**src/rtl/input_debounce_pair.sv**
```systemverilog
// input_debounce_pair: two-channel synchroniser and debouncer with registered level, edge and combined-rise outputs
module input_debounce_pair #(
  parameter int DEBOUNCE_CYCLES = 16,
  parameter int SYNC_STAGES = 2
) (
  input  logic clk,
  input  logic reset,
  input  logic btn1_raw,
  input  logic btn2_raw,
  output logic a1,
  output logic a2,
  output logic a1_rise,
  output logic a1_fall,
  output logic a2_rise,
  output logic a2_fall,
  output logic both_rise
);
  localparam int CW = $clog2(DEBOUNCE_CYCLES);
  logic [SYNC_STAGES-1:0] sync [2];
  logic [CW-1:0] cnt [2];
  logic [1:0] raw, s, stable, nxt, done, rise, fall;
  logic both;
  // next stable level: accept s once it has differed for the full count
  always_comb begin
    raw = {btn2_raw, btn1_raw};
    s = '0;
    done = '0;
    nxt = '0;
    for (int i = 0; i < 2; i++) begin
      s[i] = sync[i][SYNC_STAGES-1];
      done[i] = (s[i] != stable[i]) && (cnt[i] == CW'(DEBOUNCE_CYCLES - 1));
      nxt[i] = done[i] ? s[i] : stable[i];
    end
  end
  // synchroniser chains, debounce counters, levels and pulses
  always_ff @(posedge clk) begin
    if (reset) begin
      for (int i = 0; i < 2; i++) begin
        sync[i] <= '0;
        cnt[i] <= '0;
      end
      stable <= '0;
      rise <= '0;
      fall <= '0;
      both <= 1'b0;
    end else begin
      for (int i = 0; i < 2; i++) begin
        sync[i] <= {sync[i][SYNC_STAGES-2:0], raw[i]};
        cnt[i] <= (s[i] == stable[i] || done[i]) ? '0 : cnt[i] + CW'(1);
      end
      stable <= nxt;
      rise <= nxt & ~stable;
      fall <= ~nxt & stable;
      both <= (&nxt) & ~(&stable);
    end
  end
  assign a1 = stable[0];
  assign a2 = stable[1];
  assign a1_rise = rise[0];
  assign a1_fall = fall[0];
  assign a2_rise = rise[1];
  assign a2_fall = fall[1];
  assign both_rise = both;
endmodule

```
**config.mk**
```make
export PLATFORM = sky130hd
export DESIGN_NAME = input_debounce_pair
export DESIGN_NICKNAME = d
export VERILOG_FILES = /design/src/rtl/input_debounce_pair.sv
export SDC_FILE = /design/constraint.sdc
export NUM_CORES = 1
export LEC_CHECK = 0
export ABC_AREA = 1
export BUFFER_PORTS_ARGS = -buffer_cell sky130_fd_sc_hd__buf_4
export CAP_MARGIN = 20
export CORE_UTILIZATION = 47
export CTS_CLUSTER_DIAMETER = 100
export DETAILED_ROUTE_END_ITERATION = 8
export PLACE_DENSITY = 0.67
export REMOVE_ABC_BUFFERS = 1
export SLEW_MARGIN = 20
export SYNTH_ARGS = -nofsm -noshare
export SYNTH_HDL_FRONTEND = slang
export SYNTH_SLANG_ARGS = --single-unit
```
**constraint.sdc**
```tcl
create_clock -name clk -period 0.95 [get_ports clk]
set_input_delay 0.1425 -clock clk [delete_from_list [all_inputs] [get_ports clk]]
set_output_delay 0.1425 -clock clk [all_outputs]
set_load 0.02 [all_outputs]
```
==> results of run 1 <==
==> area by class of cell <==
cell class	count	area, sq um
clock buffers	3	22.5
clock inverters	1	5.00
fillers	110	362
inverters	14	57.6
multi-input cells	46	339
flip-flops and latches	19	399
well taps	15	18.8
repair buffers	16	146
==> power groups by stage <==
| stage | clock network, W | logic, W | registers [W] |
|---|---|---|---|
| finish | 0.000396 | 0.0000453 | 0.000805 |
| global route | 0.000457 | 0.0000504 | 0.000807 |
| CTS | 0.000420 | 0.0000425 | 0.000810 |
| detailed placement | 0 | 0.0000413 | 0.000829 |
| global placement | 0 | 0.0000401 | 0.000829 |
| floorplan | 0 | 0.0000178 | 0.000829 |
==> registers in the layout, indices dropped and copies added, names as in the netlist <==
name / count
rise: 2
sync: 4
fall: 2
both_rise: 1
cnt: 8
stable: 2
==> metrics by stage <==
stage	util [%]	hold WS [ns]	worst slack, ns	cells	setup TNS (ns)
6_report	73.2	0.0367	-0.0566	114	-0.214
2_1_floorplan	-	0.214	0.00432	79	0
3_5_place_dp	60.4	0.352	-0.0667	107	-0.267
3_3_place_gp	60.4	0.346	-0.0280	107	-0.0499
5_1_grt	73.2	0.0226	-0.0922	114	-0.849
4_1_cts	67.3	0.0327	0.00269	114	0
==> cell usage in the layout (no fill, tap or decap), drive strengths merged <==
master,count
nor2,19
clkbuf,3
clkinv,1
buf,16
a21oi,2
nand3,8
nor3,2
nand2,8
ha,2
dfxtp,19
inv,14
xnor2,2
nand4,2
nor4,1
==> logic make-up after synthesis <==
logic type | share of synthesized area [%]
simple gates | 29.0
fa+ha+maj | 3.52
buf+inv | 8.98
flops | 53.5
xor+xnor | 2.47
compound gates | 2.47
==> synth_stat cells <==
cell | count | area [sq um]
buf_6 | 1 | 11.3
nand3_2 | 5 | 50.1
nand2_1 | 7 | 26.3
nand3_1 | 3 | 15.0
nor2_2 | 1 | 6.26
inv_2 | 4 | 15.0
nor4_2 | 1 | 12.5
xnor2_1 | 2 | 17.5
inv_1 | 10 | 37.5
nor3_1 | 2 | 10.0
nor2_1 | 18 | 67.6
dfxtp_1 | 19 | 380
ha_1 | 2 | 25.0
nand2_2 | 1 | 6.26
nand4_1 | 2 | 12.5
a21oi_2 | 2 | 17.5
==> worst register-to-register path, stage by stage (launching register included) <==
cell and delay, ns:
dfxtp_2 0.37, ha_4 0.16, nand4_1 0.19, nand3_4 0.14, inv_1 0.05
==> per-layer routing <==
metal / part of all wire (%) / wire, microns / vias up / GRT usage [%]
met5: 0 / 0 / - / 0
met4: 1.2 / 16 / 0 / 7.50
met3: 3.7 / 50 / 2 / 9.78
met2: 56 / 753 / 9 / 35.5
met1: 39 / 535 / 257 / 15.3
li1: - / - / 287 / -
==> timing repair <==
action                     in CTS  in global routing
setup endpoints to repair      16                 17
buffers inserted                4                  0
pin swaps                       2                 11
resized for setup              13                 22
==> path summary, 6_finish.rpt <==
check / depth (start not counted) / to / slack (ns)
min: 3 / sync[0][2]$_SDFF_PP0_ / 0.04
max: 4 / stable[0]$_SDFF_PP0_ / -0.06
min reg2reg: 2 / sync[0][1]$_SDFF_PP0_ / 0.41
max reg2reg: 4 / stable[0]$_SDFF_PP0_ / -0.06
==> PnR_summary.wiki, run 1 <==
{| class="wikitable"
! Metric !! Value
|-
| Effective utilization at floorplan || between 50 and 60%
|-
| Routed wire per std cell || around 12 microns
|-
| Clock-pin slew reported for the worst setup and hold paths after clock tree synthesis || around 0.11 ns
|-
| Yosys reg bits || 19
|-
| Layout Nets || 106
|-
| Critical path arrival || between 1 and 1.5 ns
|-
| I/O pin count || 11
|-
| Number of antenna repair diodes || 0
|-
| Total buffers and inverters traversed by the critical path || 1
|-
| Cell Pwr Density || approximately 1300 nW/um^2
|-
| Unique masters post-synth || 16
|-
| Die extent in y || 40.9 microns
|-
| HPWL Detailed || 802 microns
|-
| Via count of the first global-routing pass || 498
|-
| Cell Chain, Critical Path || ha_4 > nand4_1 > nand3_4 > inv_1
|-
| Highest fanout seen on the critical path || 3
|-
| Share of post-route cells with drive strength above 1 || about half
|-
| Total power || ~0.0012 W
|-
| Floorplan core area || about 1400 sq um
|-
| Outcome || finished with violations
|-
| Maximum count of clock buffers along a single path || 2
|-
| Area growth from synthesis to final layout || 39.1%
|-
| Clock tree from TritonCTS || yes
|-
| Cell Rows || 13
|-
| Mapped Avg Cell Area || ~9 sq um
|-
| Clock buffer count from CTS || 3
|-
| Startpoint of the worst register-to-register path || cnt[0][1]$_SDFF_PP0_
|-
| Switching share of power || around 22%
|-
| Internal power summed over all cells || slightly below 0.001 W
|-
| Total clock sinks || 19
|-
| Pin count of the biggest net entering global routing || 12
|-
| GP Congestion || 0.643
|-
| Post-placement cell area || around 800 sq um
|-
| Overflow left after global routing || 0
|-
| Failing checks || setup timing
|-
| Part of the total power dissipated in sequential elements || ~65%
|-
| Initial antenna violation count || 0
|-
| Synthesized instance count || 80
|-
| Beginning of the critical path || cnt[0][1]$_SDFF_PP0_
|-
| Maximum level of the CTS H-tree || 1
|-
| Pre-Repair DR Iteration Count || 3
|-
| Insertion delay to the later sink of the worst-skew pair || roughly 0.3 ns
|-
| Post-CTS Hold Fix Bufs || 0
|-
| RSZ-0062 raised after global routing || yes
|-
| Synth Warn # || 0
|-
| Global-route wire length before repair || 1910 microns
|-
| Combinational power share || under 10%
|-
| IO Port Bufs || 10
|-
| Final count of negative-setup-slack endpoints || 5
|-
| Cell area after layout || between 900 and 1000 sq um
|-
| Period utilisation layout || 106%
|-
| Max-capacitance violation count || 0
|-
| Cell area after technology mapping || 711 sq um
|-
| Routed wire length || 1360 microns
|-
| Total vias in the final route || 555
|-
| Type of origin of the critical path || flip-flop
|-
| Max rail drop VDD || roughly 0.93 mV
|-
| Via/cell ratio || approximately 4.9
|-
| Slew Limit Fails || 0
|-
| Worst stage delay on the critical path || around 0.37 ns
|-
| Number of endpoints with negative hold slack in the final report || 0
|-
| Part of the total power dissipated in the clock network || 31.8%
|-
| Total track usage || 18.6%
|-
| Slew at the pin closest to its max-slew limit || approximately 0.22 ns
|-
| Hold path startpoint || btn2_raw
|-
| Leak || around 0.4 nW
|-
| Fraction of the yosys area taken by sequential cells || a little over half
|-
| Highest Clock Rate || ~990 MHz
|-
| Count of unresolved DRC violations after routing || 0
|-
| Clock period minus worst slack || between 1 and 1.5 ns
|-
| Worst clock skew || about 0.0077 ns
|-
| Worst min-delay path category || input pin to flip-flop
|-
| DIE WIDTH || slightly above 40 microns
|-
| Post-route worst setup slack || -0.0566 ns
|-
| Required time of the critical path || ~1.1 ns
|-
| Root buf cell || clkbuf_4
|-
| Final antenna-violating net count || 0
|-
| Overall die area || ~1700 sq um
|-
| First-iteration detailed-routing DRC count || 2
|-
| Worst relative slew slack || between 80% and 90%
|-
| Gate family responsible for the most delay along the worst path || flip-flops
|-
| Switch Pwr || approximately 0.00027 W
|-
| Cell with the biggest individual delay on the critical path || dfxtp_2
|-
| Type of the worst setup path || flip-flop to flip-flop
|-
| Critical path capture point type || flip-flop
|}
(Power assumes the default switching activity.)
==> run 2: changes to the inputs <==
Settings changed: REMOVE_ABC_BUFFERS 1 to unset.
==> PnR_summary.wiki, run 2 (synthesis results as in run 1) <==
{| class="wikitable"
! Metric !! Value
|-
| Outcome || finished with violations (unchanged)
|-
| Failing checks || setup timing (unchanged)
|-
| Maximum count of clock buffers along a single path || 2 (unchanged)
|-
| Slew Limit Fails || 0 (unchanged)
|-
| Minimum setup slack among reg-to-reg paths || -0.05 ns (was -0.06 ns)
|-
| Worst clock skew || 0.00850 ns (was 0.00768 ns)
|-
| Via/cell ratio || 4.86 (was 4.87)
|-
| Worst R2R Path Depth || 4 (unchanged)
|-
| Number of placed instances with taps included || 107 (unchanged)
|-
| Insertion delay to the later sink of the worst-skew pair || 0.30 ns (about the same)
|-
| Floorplan core area || 1350 sq um (unchanged)
|-
| Routed wire per std cell || 11.5 microns (was 11.9 microns)
|-
| Period utilisation layout || 105% (was 106%)
|-
| Worst min-delay path category || input pin to flip-flop (unchanged)
|-
| Type of the worst setup path || flip-flop to flip-flop (unchanged)
|-
| Total vias in the final route || 554 (was 555)
|-
| Beginning of the critical path || cnt[0][5]$_SDFF_PP0_ (was cnt[0][1]$_SDFF_PP0_)
|-
| DIE WIDTH || 40.9 microns (unchanged)
|-
| Effective utilization at floorplan || 52.6% (unchanged)
|-
| Gate family responsible for the most delay along the worst path || flip-flops (unchanged)
|-
| RSZ-0062 raised after global routing || yes (unchanged)
|-
| Count of fill cells added during filler insertion || 109 (was 110)
|-
| Root buf cell || clkbuf_4 (unchanged)
|-
| Overall die area || 1670 sq um (unchanged)
|-
| Required time of the critical path || 1.15 ns (was 1.14 ns)
|-
| Max rail drop VDD || 0.981 mV (was 0.931 mV)
|-
| Initial antenna violation count || 0 (unchanged)
|-
| Clock period minus worst slack || 1.00 ns (was 1.01 ns)
|-
| Switch Pwr || 0.000271 W (was 0.000270 W)
|-
| Internal power summed over all cells || 0.000977 W (was 0.000976 W)
|-
| Routed wire length || 1320 microns (was 1360 microns)
|-
| Max reg flops || 8 (unchanged)
|-
| Die extent in y || 40.9 microns (unchanged)
|-
| Maximum level of the CTS H-tree || 1 (unchanged)
|-
| Minimum hold slack || 0.0387 ns (was 0.0367 ns)
|-
| Total buffers and inverters traversed by the critical path || 0 (was 1)
|-
| Post-CTS Hold Fix Bufs || 0 (unchanged)
|-
| Startpoint of the worst register-to-register path || cnt[0][5]$_SDFF_PP0_ (was cnt[0][1]$_SDFF_PP0_)
|-
| Leading cell type in the layout, fill and taps excluded || nor2_1 (unchanged)
|-
| Mapped Nets || 86
|-
| Cell Chain, Critical Path || ha_4 > nand4_1 > nand2_1 > nor2_2 (was ha_4 > nand4_1 > nand3_4 > inv_1)
|-
| Largest registers || cnt: 8 flops, sync: 4 flops (unchanged)
|-
| Switching share of power || 21.7% (about the same)
|-
| Most frequent cells in the layout || 17 x nor2_1, 11 x buf_4, 10 x inv_1 (was 16 x nor2_1, 10 x inv_1, 10 x dfxtp_1)
|-
| Final antenna-violating net count || 0 (unchanged)
|-
| Total clock sinks || 19 (unchanged)
|-
| Worst setup path endpoint || stable[1]$_SDFF_PP0_ (was stable[0]$_SDFF_PP0_)
|-
| Cell Rows || 13 (unchanged)
|-
| Max-capacitance violation count || 0 (unchanged)
|-
| Type of origin of the critical path || flip-flop (unchanged)
|-
| Count of unresolved DRC violations after routing || 0 (unchanged)
|-
| Area of the multi-input gates || 327 sq um (was 339 sq um)
|-
| Global-route wire length before repair || 1940 microns (was 1910 microns)
|-
| Non-filler cells in the finished layout || 114 (unchanged)
|-
| Worst stage delay on the critical path || 0.38 ns (was 0.37 ns)
|-
| Slew at the pin closest to its max-slew limit || 0.219 ns (was 0.222 ns)
|-
| GP Congestion || 0.644 (was 0.643)
|-
| Clock buffer count from CTS || 3 (unchanged)
|-
| Final count of negative-setup-slack endpoints || 4 (was 5)
|-
| Clock tree from TritonCTS || yes (unchanged)
|-
| CP Depth || 4 (unchanged)
|-
| Top register by number of flip-flops || cnt (unchanged)
|-
| Number of antenna repair diodes || 0 (unchanged)
|-
| Cell with the biggest individual delay on the critical path || dfxtp_2 (unchanged)
|-
| Storage cell area || 398 sq um (was 399 sq um)
|-
| Cell Pwr Density || 1290 nW/um^2 (was 1260 nW/um^2)
|-
| Critical R2R Capture || stable[1]$_SDFF_PP0_ (was stable[0]$_SDFF_PP0_)
|-
| First-iteration detailed-routing DRC count || 5 (was 2)
|-
| Layout Nets || 106 (unchanged)
|-
| Part of the total power dissipated in sequential elements || 64.6% (about the same)
|-
| Number of endpoints with negative hold slack in the final report || 0 (unchanged)
|-
| Share of post-route cells with drive strength above 1 || 50.5% (was 51.5%)
|-
| Highest Clock Rate || 1000 MHz (was 993 MHz)
|-
| Overflow left after global routing || 0 (unchanged)
|-
| Worst relative slew slack || 85.4% (was 85.1%)
|-
| Leak || 0.403 nW (about the same)
|-
| Part of the total power dissipated in the clock network || 31.9% (was 31.8%)
|-
| Critical path capture point type || flip-flop (unchanged)
|-
| Total negative slack || -0.0664 ns (was -0.214 ns)
|-
| Pre-Repair DR Iteration Count || 4 (was 3)
|-
| Post-route worst setup slack || -0.0505 ns (was -0.0566 ns)
|-
| Critical path arrival || 1.20 ns (about the same)
|-
| IO Port Bufs || 10 (unchanged)
|-
| HPWL Detailed || 786 microns (was 802 microns)
|-
| Total track usage || 19.0% (was 18.6%)
|-
| Highest fanout seen on the critical path || 3 (unchanged)
|-
| Area growth from synthesis to final layout || 35.7% (was 39.1%)
|-
| Combinational power share || 3.5% (was 3.6%)
|-
| Via count of the first global-routing pass || 467 (was 498)
|-
| Clock-pin slew reported for the worst setup and hold paths after clock tree synthesis || 0.11 ns (about the same)
|-
| Pin count of the biggest net entering global routing || 12 (unchanged)
|-
| I/O pin count || 11 (unchanged)
|}
[run 2: cell count changes in the layout (fill, tap and decap cells not counted), moves of 2 or more]
| cell | before | now |
|---|---|---|
| buf_6 | 7 | 5 |
| dfxtp_2 | 6 | 8 |
| buf_4 | 9 | 11 |
| xnor2_1 | 2 | 0 |
| xnor2_2 | 0 | 2 |
[run 2: final cells by class]
cell class / instances / area share [%]
Tap cell: 15 / 1.95
Inverter: 14 / 5.71
Multi-Input combinational cell: 46 / 33.9
Sequential cell: 19 / 41.2
Timing Repair Buffer: 16 / 14.4
Clock inverter: 1 / 0.519
Clock buffer: 3 / 2.33
[run 2: per-layer routing]
layer  routed length [microns]  global-route usage [%]
met2                       712                    36.7
met1                       541                    16.6
met3                        54                    9.78
met4                         8                    5.00
met5                         0                       0
[run 2: worst min path at each step]
stage,startpoint,end,slack [ns],cells after the start
finish,btn2_raw,sync[0][2]$_SDFF_PP0_,0.04,3
floorplan,btn1_raw,sync[0][0]$_SDFF_PP0_,0.25,2
global placement,btn2_raw,sync[0][2]$_SDFF_PP0_,0.35,3
CTS,btn2_raw,sync[0][2]$_SDFF_PP0_,0.03,3
detailed placement,btn2_raw,sync[0][2]$_SDFF_PP0_,0.35,3
global route,btn2_raw,sync[0][2]$_SDFF_PP0_,0.03,3
[run 2: worst min-delay path: cells and delay by family]
family	cells	cell delay, ns
buffers and inverters	2	0.11
AND/OR/NAND/NOR	1	0.06
[run 2: power groups by stage]
stage                     clock, W  combinational, W  sequential [W]
after floorplan                  0         0.0000271        0.000829
after global placement           0         0.0000402        0.000829
after detailed placement         0         0.0000413        0.000830
after CTS                 0.000414         0.0000421        0.000810
after global routing      0.000453         0.0000480        0.000809
final                     0.000399         0.0000432        0.000807
[run 2: timing repair]
action,CTS,global route
resized for setup,17,11
setup endpoints to repair,16,15
pin swaps,4,1
buffers inserted,4,0
[run 2: per-stage QoR]
stage / setup WS, ns / util [%] / total power, W / area, sq um
5_1_grt: -0.0822 / 71.5 / 0.00131 / 965
3_5_place_dp: -0.0462 / 60.4 / 0.000871 / 816
6_report: -0.0505 / 71.5 / 0.00125 / 965
4_1_cts: -0.00740 / 68.9 / 0.00127 / 930
2_1_floorplan: 0.00432 / - / 0.000856 / 711
3_3_place_gp: -0.0272 / 60.4 / 0.000869 / 816
